## config.mk

```make
export PLATFORM = sky130hd
export DESIGN_NAME = uart_rx_core
export DESIGN_NICKNAME = d
export VERILOG_FILES = /design/src/rtl/uart_rx_core.sv
export SDC_FILE = /design/constraint.sdc
export NUM_CORES = 1
export LEC_CHECK = 0
export CORE_UTILIZATION = 50
export DETAILED_ROUTE_END_ITERATION = 16
export PLACE_DENSITY = 0.73
export SLEW_MARGIN = 5
export SYNTH_ARGS = -nofsm -noshare
export SYNTH_HDL_FRONTEND = slang
export SYNTH_SLANG_ARGS = --single-unit
```

## constraint.sdc

```tcl
create_clock -name clk -period 1.8 [get_ports clk]
set_input_delay 0.36 -clock clk [delete_from_list [all_inputs] [get_ports clk]]
set_output_delay 0.36 -clock clk [all_outputs]
set_load 0.01 [all_outputs]
```

## src/rtl/uart_rx_core.sv

```systemverilog
// UART 8N1 receiver feeding a one-byte valid/ready buffer; byte valid one cycle after the stop-bit sample.
// Never stalls on rx_ready: a byte completing into a full, unaccepted buffer is dropped with an overrun pulse.
module uart_rx_core #(
  parameter int unsigned CLKS_PER_BIT = 868
) (
  input  logic       clk,
  input  logic       rst,
  input  logic       uart_rx,
  output logic [7:0] rx_data,
  output logic       rx_valid,
  input  logic       rx_ready,
  output logic       frame_err,
  output logic       overrun,
  output logic       busy
);

  typedef enum logic [2:0] {
    IDLE      = 3'd0,
    START     = 3'd1,
    DATA      = 3'd2,
    STOP      = 3'd3,
    WAIT_HIGH = 3'd4
  } state_t;

  localparam logic [15:0] HALF_M1 = 16'(CLKS_PER_BIT / 2 - 1);
  localparam logic [15:0] BIT_M1  = 16'(CLKS_PER_BIT - 1);

  state_t      state;
  state_t      state_nxt;
  logic        rx_s1;
  logic        rxs;
  logic [15:0] timer;
  logic [2:0]  bit_idx;
  logic [7:0]  shift;
  logic        dlv_q;

  logic        half_tick;
  logic        bit_tick;
  logic        timer_clr;
  logic        idx_clr;
  logic        shift_en;
  logic        stop_ok;
  logic        stop_bad;

  assign half_tick = (timer == HALF_M1);
  assign bit_tick  = (timer == BIT_M1);

  always_ff @(posedge clk) begin
    if (rst) begin
      rx_s1 <= 1'b1;
      rxs   <= 1'b1;
    end else begin
      rx_s1 <= uart_rx;
      rxs   <= rx_s1;
    end
  end

  always_ff @(posedge clk) begin
    if (rst) begin
      state <= IDLE;
    end else begin
      state <= state_nxt;
    end
  end

  always_comb begin
    state_nxt = state;
    case (state)
      IDLE:      if (!rxs) state_nxt = START;
      START:     if (half_tick) state_nxt = rxs ? IDLE : DATA;
      DATA:      if (bit_tick && (bit_idx == 3'd7)) state_nxt = STOP;
      STOP:      if (bit_tick) state_nxt = rxs ? IDLE : WAIT_HIGH;
      WAIT_HIGH: if (rxs) state_nxt = IDLE;
      default:   state_nxt = IDLE;
    endcase
  end

  always_comb begin
    timer_clr = 1'b0;
    idx_clr   = 1'b0;
    shift_en  = 1'b0;
    stop_ok   = 1'b0;
    stop_bad  = 1'b0;
    busy      = 1'b1;
    case (state)
      IDLE: begin
        timer_clr = 1'b1;
        busy      = 1'b0;
      end
      START: begin
        if (half_tick) begin
          timer_clr = 1'b1;
          idx_clr   = 1'b1;
        end
      end
      DATA: begin
        if (bit_tick) begin
          timer_clr = 1'b1;
          shift_en  = 1'b1;
        end
      end
      STOP: begin
        if (bit_tick) begin
          timer_clr = 1'b1;
          stop_ok   = rxs;
          stop_bad  = !rxs;
        end
      end
      WAIT_HIGH: timer_clr = 1'b1;
      default:   timer_clr = 1'b1;
    endcase
  end

  always_ff @(posedge clk) begin
    if (rst) begin
      timer     <= 16'd0;
      bit_idx   <= 3'd0;
      shift     <= 8'h00;
      dlv_q     <= 1'b0;
      frame_err <= 1'b0;
    end else begin
      timer     <= timer_clr ? 16'd0 : timer + 16'd1;
      dlv_q     <= stop_ok;
      frame_err <= stop_bad;
      if (idx_clr) begin
        bit_idx <= 3'd0;
      end else if (shift_en) begin
        bit_idx <= bit_idx + 3'd1;
      end
      // LSB arrives first, so each new bit enters at the top and walks down.
      if (shift_en) begin
        shift <= {rxs, shift[7:1]};
      end
    end
  end

  // shift is untouched until the next frame's first data bit, so it is still valid one cycle after the stop sample.
  always_ff @(posedge clk) begin
    if (rst) begin
      rx_data  <= 8'h00;
      rx_valid <= 1'b0;
      overrun  <= 1'b0;
    end else begin
      overrun <= 1'b0;
      if (dlv_q) begin
        if (!rx_valid || rx_ready) begin
          rx_data  <= shift;
          rx_valid <= 1'b1;
        end else begin
          overrun <= 1'b1;
        end
      end else if (rx_valid && rx_ready) begin
        rx_valid <= 1'b0;
      end
    end
  end

endmodule

```

==> results.toml, run 1 <==
[placed_design]
place_area_mm2 = 0.00214
place_hpwl_mm = 2.49
placed_cells = 257
port_buffers = 15
gp_congestion = 0.792

[critical_path]
cp_top_family = "simple AND/OR/NAND/NOR gates"
crit_arrival_ns = 1.99
reg2regPathDepth = 5
path_class = "reg2reg"
end_kind = "register"
startpoint_type = "register"
crit_path_max_fanout = 3
crit_slowest_cell = "or3b_4"
max_stage_delay_ns = 0.40
cp_cell_sequence = "nor4_4, nand3_2, or2_4, or3b_4, a211oi_2"
path_depth = 5
path_buf_inv = 0
rrSetupSlack_ns = 0.03
cp.required_ns = 2.02

[route]
totalWireLength_mm = 3.41
remaining_drc_errors = 0
vias = 1369
drt_first_pass_iters = 4
via_per_inst = 5.17
ant_nets = 0
wl_per_cell_um = 12.8
drtIter0Drc = 60

[synth]
postSynthAreaPerCell_um2 = 9.76
synth.cell_area_mm2 = 0.00184
synth.top_cell.area_share_pct = 47.8
synth_top_family_by_area = "simple AND/OR/NAND/NOR gates"
synth_edf_count = 0
async_flop_share_pct = 0
yosys.area_share.simple_pct = 26.8
yosys.area_share.xor_xnor_pct = 7.12
synth_area_leader_cell = "dfxtp_1"
ys_types = 37
ys_warn_count = 0
yosys-top-cells-area = "dfxtp_1 48%, mux2i_1 9.8%, nor2_1 8.1%, xor2_1 4.3%, xnor2_1 2.8%"
synth_flop_cell = "dfxtp_1"
syn_inst = 189
synth_compound_area_share_pct = 3.26
synth_mux_area_share_pct = 9.77
synthAdderAreaFrac_pct = 2.71
synth_seq_area_share_pct = 47.8
ys_ff_latch = 44
syn-num-nets = 197

[cells_and_area]
layout-drive-gt1-share_pct = 19.2
area_delta_synth_final_pct = 23.2
fin_area_mm2 = 0.00227
seq_area_um2 = 886
final_cell_count_no_fill = 265
antenna_cells = 0
multi_input_area_um2 = 926
final_core_util_pct = 66.0
fillCellCount = 275
fin_nets = 226

[clock_network]
numCtsBuffers = 5
clock_latency_ns = 0.29
cts-root-buf = "clkbuf_8"
cts_tree = "built"
cts_buffer_depth = 2
clock_sinks = 44
h-tree-depth = 2
cts.clk_slew.worst_paths_ns = 0.08

[global_route]
track_usage_pct = 19.3
grt_max_degree = 26
met1_usage_pct = 21.9
grt_pass1_vias = 1389
grt_antenna_before_repair = 0
use_met3_pct = 4.93
gr-total-overflow = 0
busiest_layer = "met2"
grt_pass1_wl_mm = 6.00
gr-usage-met2_pct = 35.2

[floorplan]
ios = 16
core-area_mm2 = 0.00344
initial_utilization_pct = 53.6
rows = 21
die_area_mm2 = 0.00394
dieHeight_um = 62.7
chipWidth_um = 62.7

[pwr]
power_leakage_uw = 0.000890
vdd_drop_max_mv = 0.526
p_per_area_mw_per_mm2 = 798

[timing]
max_freq_mhz = 566
finalSetupViolations = 0
slew_violations = 0
finalHoldViolCount = 0
post-route-period-util_pct = 98.1
fin_skew_ns = 0.00562
min_period_ns = 1.77
rsz0062_at_grt = "true"
slew_headroom_pct = 79.1
worstMarginPinSlew_ns = 0.311

[job]
drv_cap = 0

[worst_hold_path]
whs_path_depth = 1
min_path_type = "reg2reg"

[outcome]
status = "finished, final reports clean"
-- layout make-up --
class / count / area share, %
repair buffers: 29 / 11.7
multi-input cells: 134 / 40.7
flip-flops and latches: 44 / 39.0
clock inverters: 2 / 1.71
well taps: 46 / 2.53
clock buffers: 6 / 3.63
inverters: 4 / 0.661
-- path summary, 6_finish.rpt --
kind                  start        to
hold / removal        rx_s1       rxs
setup / recovery  timer[11]  state[2]
hold reg to reg       rx_s1       rxs
setup reg to reg  timer[11]  state[2]
-- worst register-to-register path: stages (launching register included) --
cell and delay (ns):
dfxtp_2 0.34, nor4_4 0.36, nand3_2 0.14, or2_4 0.25, or3b_4 0.40, a211oi_2 0.21
-- where the power goes --
part | internal [uW] | total, uW | leakage [uW] | switching, uW
clock | 454 | 791 | 0.0000614 | 337
sequential | 977 | 982 | 0.000357 | 5.87
combinational | 19.4 | 40.1 | 0.000472 | 20.7
total | 1450 | 1810 | 0.000890 | 364
-- cells in the final DEF (no fill, tap or decap), types with 2 or more instances in the layout --
cell type        count
and3_1               2
ha_1                 4
and4_1               2
dfxtp_1             40
clkdlybuf4s50_1     14
nand4_1              2
dfxtp_2              4
buf_4               13
mux2i_1             18
nor4_4               2
xor2_1               9
nor3_1               5
nor2_1              40
nor3_2               2
o21ai_0              2
inv_1                4
nand3_1              9
or2_2                3
o31a_1               2
xnor2_1              6
or3_1                2
nand2_1              6
clkbuf_8             6
and2_1               3
nor4b_1              2
-- metrics by stage --
step                TNS (ns)  setup slack [ns]  hold slack, ns  total power [uW]
finish                     0            0.0343           0.427              1810
global route          -0.142           -0.0747           0.475              1860
CTS                        0            0.0169           0.446              1820
detailed placement         0            0.0284           0.423              1050
global placement           0            0.0636           0.403              1040
floorplan                  0            0.0184           0.389              1030
-- sequential cells by signal (all words and copies together), names as in the netlist --
name / cells
bit_idx: 3
dlv_q: 1
frame_err: 1
overrun: 1
rx_data: 8
rx_s1: 1
rx_valid: 1
rxs: 1
shift: 8
state: 3
timer: 16
-- layer usage --
layer / part of all wire [%] / vias up
li1: - / 695
met1: 47 / 647
met3: 2.8 / 6
met4: 1.6 / 0
met5: 0 / -
met2: 49 / 21
-- what timing repair did --
action | 4_1_cts | 5_1_grt
setup buffers | 0 | 0
gates cloned | 0 | 0
pin swaps | 0 | 6
hold buffers | 0 | 0
setup endpoints to repair | 1 | 26
resized for setup | 2 | 5
-- synthesized netlist by cell type, types with 3 or more instances --
cell,count
and2_1,3
clkbuf_1,4
dfxtp_1,44
ha_1,4
inv_1,4
mux2i_1,18
nand2_1,6
nand3_1,9
nor2_1,40
nor3_1,7
or2_2,3
xnor2_1,6
xor2_1,9
-- cells by family (layout without fill, tap and decap cells) --
group	Yosys count	count (layout)
simple gates	89	89
flops	44	44
mux	18	18
xor+xnor	15	15
buf+inv	11	41
compound gates	8	8
fa+ha+maj	4	4
Power figures use the tool's default switching activity.
==> run 2, diff against run 1 <==
--- a/config.mk
+++ b/config.mk
@@ -5,9 +5,9 @@
 export SDC_FILE = /design/constraint.sdc
 export NUM_CORES = 1
 export LEC_CHECK = 0
-export CORE_UTILIZATION = 50
+export CORE_UTILIZATION = 55
 export DETAILED_ROUTE_END_ITERATION = 16
-export PLACE_DENSITY = 0.73
+export PLACE_DENSITY = 0.76
 export SLEW_MARGIN = 5
 export SYNTH_ARGS = -nofsm -noshare
 export SYNTH_HDL_FRONTEND = slang
==> constraint.sdc (replaced) <==
create_clock -name clk -period 1.9 [get_ports clk]
set_input_delay 0.38 -clock clk [delete_from_list [all_inputs] [get_ports clk]]
set_output_delay 0.38 -clock clk [all_outputs]
set_load 0.01 [all_outputs]
==> run 2 against run 1 <==
Sequential power fell by 5.1%; largest cell class unchanged; clock-buffer cell count fell by 1; largest power group unchanged; global-route usage rose by 0.98 points.
==> results.toml, run 2 (same netlist as run 1, synthesis figures left out) <==
[route]
via_per_inst = 5.16
ant_nets = 0
totalWireLength_mm = 3.28
remaining_drc_errors = 0
wl_per_cell_um = 12.9
vias = 1315
drt_first_pass_iters = 4
drtIter0Drc = 92

[pwr]
vdd_drop_max_mv = 0.642
power.share.clock_pct = 46.5
p_per_area_mw_per_mm2 = 823
internal_power_uw = 1480
finalPower_uw = 1810
p_sw_uw = 322
p_comb_share_pct = 1.9
power_leakage_uw = 0.000845
sequentialPowerShare_pct = 51.5
sw_frac_of_total_pct = 17.8

[cells_and_area]
antenna_cells = 0
final_core_util_pct = 70.2
largest_reg_flops = 16
fillCellCount = 248
final_cell_mix = "41 x dfxtp_1, 40 x nor2_1, 18 x mux2i_1, 14 x clkdlybuf4s50_1"
area_delta_synth_final_pct = 19.1
final_common_cell = "dfxtp_1"
fin_nets = 218
top_register = "timer"
layout-drive-gt1-share_pct = 15.2
reg_top3 = "timer (16), rx_data (8), shift (8)"

[timing]
post-route-period-util_pct = 96.2
tns_ns = 0
min_period_ns = 1.83
max_freq_mhz = 547
finalSetupViolations = 0
fin_skew_ns = 0.00495
slew_violations = 0
worstMarginPinSlew_ns = 0.296
finalHoldViolCount = 0
rsz0062_at_grt = "false"
slew_headroom_pct = 80.1

[placed_design]
port_buffers = 15
gp_congestion = 0.848
place_hpwl_mm = 2.45

[critical_path]
cp.required_ns = 2.18
startpoint_type = "register"
crit_arrival_ns = 2.10
end_kind = "register"
cp_cell_sequence = "nor4_4, nand2_2, or2_4, or3b_4, a211oi_2"
path_class = "reg2reg"
max_stage_delay_ns = 0.42
crit_path_max_fanout = 4
crit_slowest_cell = "or3b_4"

[clock_network]
cts.clk_slew.worst_paths_ns = 0.13
clock_latency_ns = 0.35
h-tree-depth = 2
clock_sinks = 44
cts_tree = "built"
cts-root-buf = "clkbuf_4"
cts_buffer_depth = 2
cts_hold_buffers = 0
numCtsBuffers = 5

[global_route]
grt_pass1_wl_mm = 5.40
grt_max_degree = 26
track_usage_pct = 20.3
grt_antenna_before_repair = 0
grt_pass1_vias = 1250
gr-total-overflow = 0

[floorplan]
rows = 20
core-area_mm2 = 0.00313
dieHeight_um = 59.9
ios = 16
chipWidth_um = 59.9
die_area_mm2 = 0.00359
initial_utilization_pct = 59.0

[outcome]
status = "finished, final reports clean"

[worst_hold_path]
min_path_type = "reg2reg"

[job]
drv_cap = 0
==> run 2: cell count changes in the layout (fill, tap and decap cells not counted), sizes merged <==
cell | before | now
bufinv | 1 | 3
clkbuf | 6 | 5
buf | 14 | 6
clkinv | 1 | 0
==> run 2: repair_timing <==
| action | 4_1_cts | 5_1_grt |
|---|---|---|
| resized for setup | 4 | 1 |
| endpoints found under the setup margin | 4 | 18 |
| buffers inserted | 0 | 0 |
| pin swaps | 0 | 1 |
==> run 2: worst max-delay path: cells and delay by family, from the launching register on <==
family	cells	cell delay, ns
simple gates	4	1.17
flops	1	0.39
compound gates	1	0.19
==> run 2: path summary, 6_finish.rpt <==
| kind | start | to | slack (ns) | depth (start not counted) |
|---|---|---|---|---|
| worst max-delay path | timer[3] | state[2] | 0.07 | 5 |
| worst min-delay path | rx_s1 | rxs | 0.43 | 1 |
| worst max register to register | timer[3] | state[2] | 0.07 | 5 |
| worst min register to register | rx_s1 | rxs | 0.43 | 1 |
==> run 2: power by group through the flow <==
stage	logic [uW]	clock network [uW]	registers, uW
2_1_floorplan	24.0	0	949
3_3_place_gp	34.3	0	952
3_5_place_dp	35.1	0	952
4_1_cts	35.2	855	932
5_1_grt	38.8	907	933
6_report	35.2	840	932
==> run 2: layer usage <==
metal,share of wire [%],vias to the layer above,track usage (%)
met3,3.0,3,7.14
met2,49,15,35.4
met1,47,613,23.7
met4,0.70,0,4.98
li1,-,684,-
met5,0,-,0
==> run 2: metrics by stage <==
stage                     instance area [um^2]  std cells  hold slack [ns]  setup WS [ns]
after global routing                      2200        255            0.441       0.000200
after CTS                                 2200        255            0.438         0.0365
after floorplan                           1840        189            0.389          0.118
final                                     2200        255            0.435         0.0719
after global placement                    2060        247            0.394         0.0324
after detailed placement                  2060        247            0.405        -0.0653
==> run 2: cell type report <==
cell class	count	area (um^2)	share of cell area, %
clock buffers	5	37.5	1.71
clock inverters	3	90.1	4.10
inverters	4	15.0	0.683
multi-input cells	134	921	41.9
flip-flops and latches	44	885	40.3
well taps	44	55.1	2.51
repair buffers	21	194	8.83
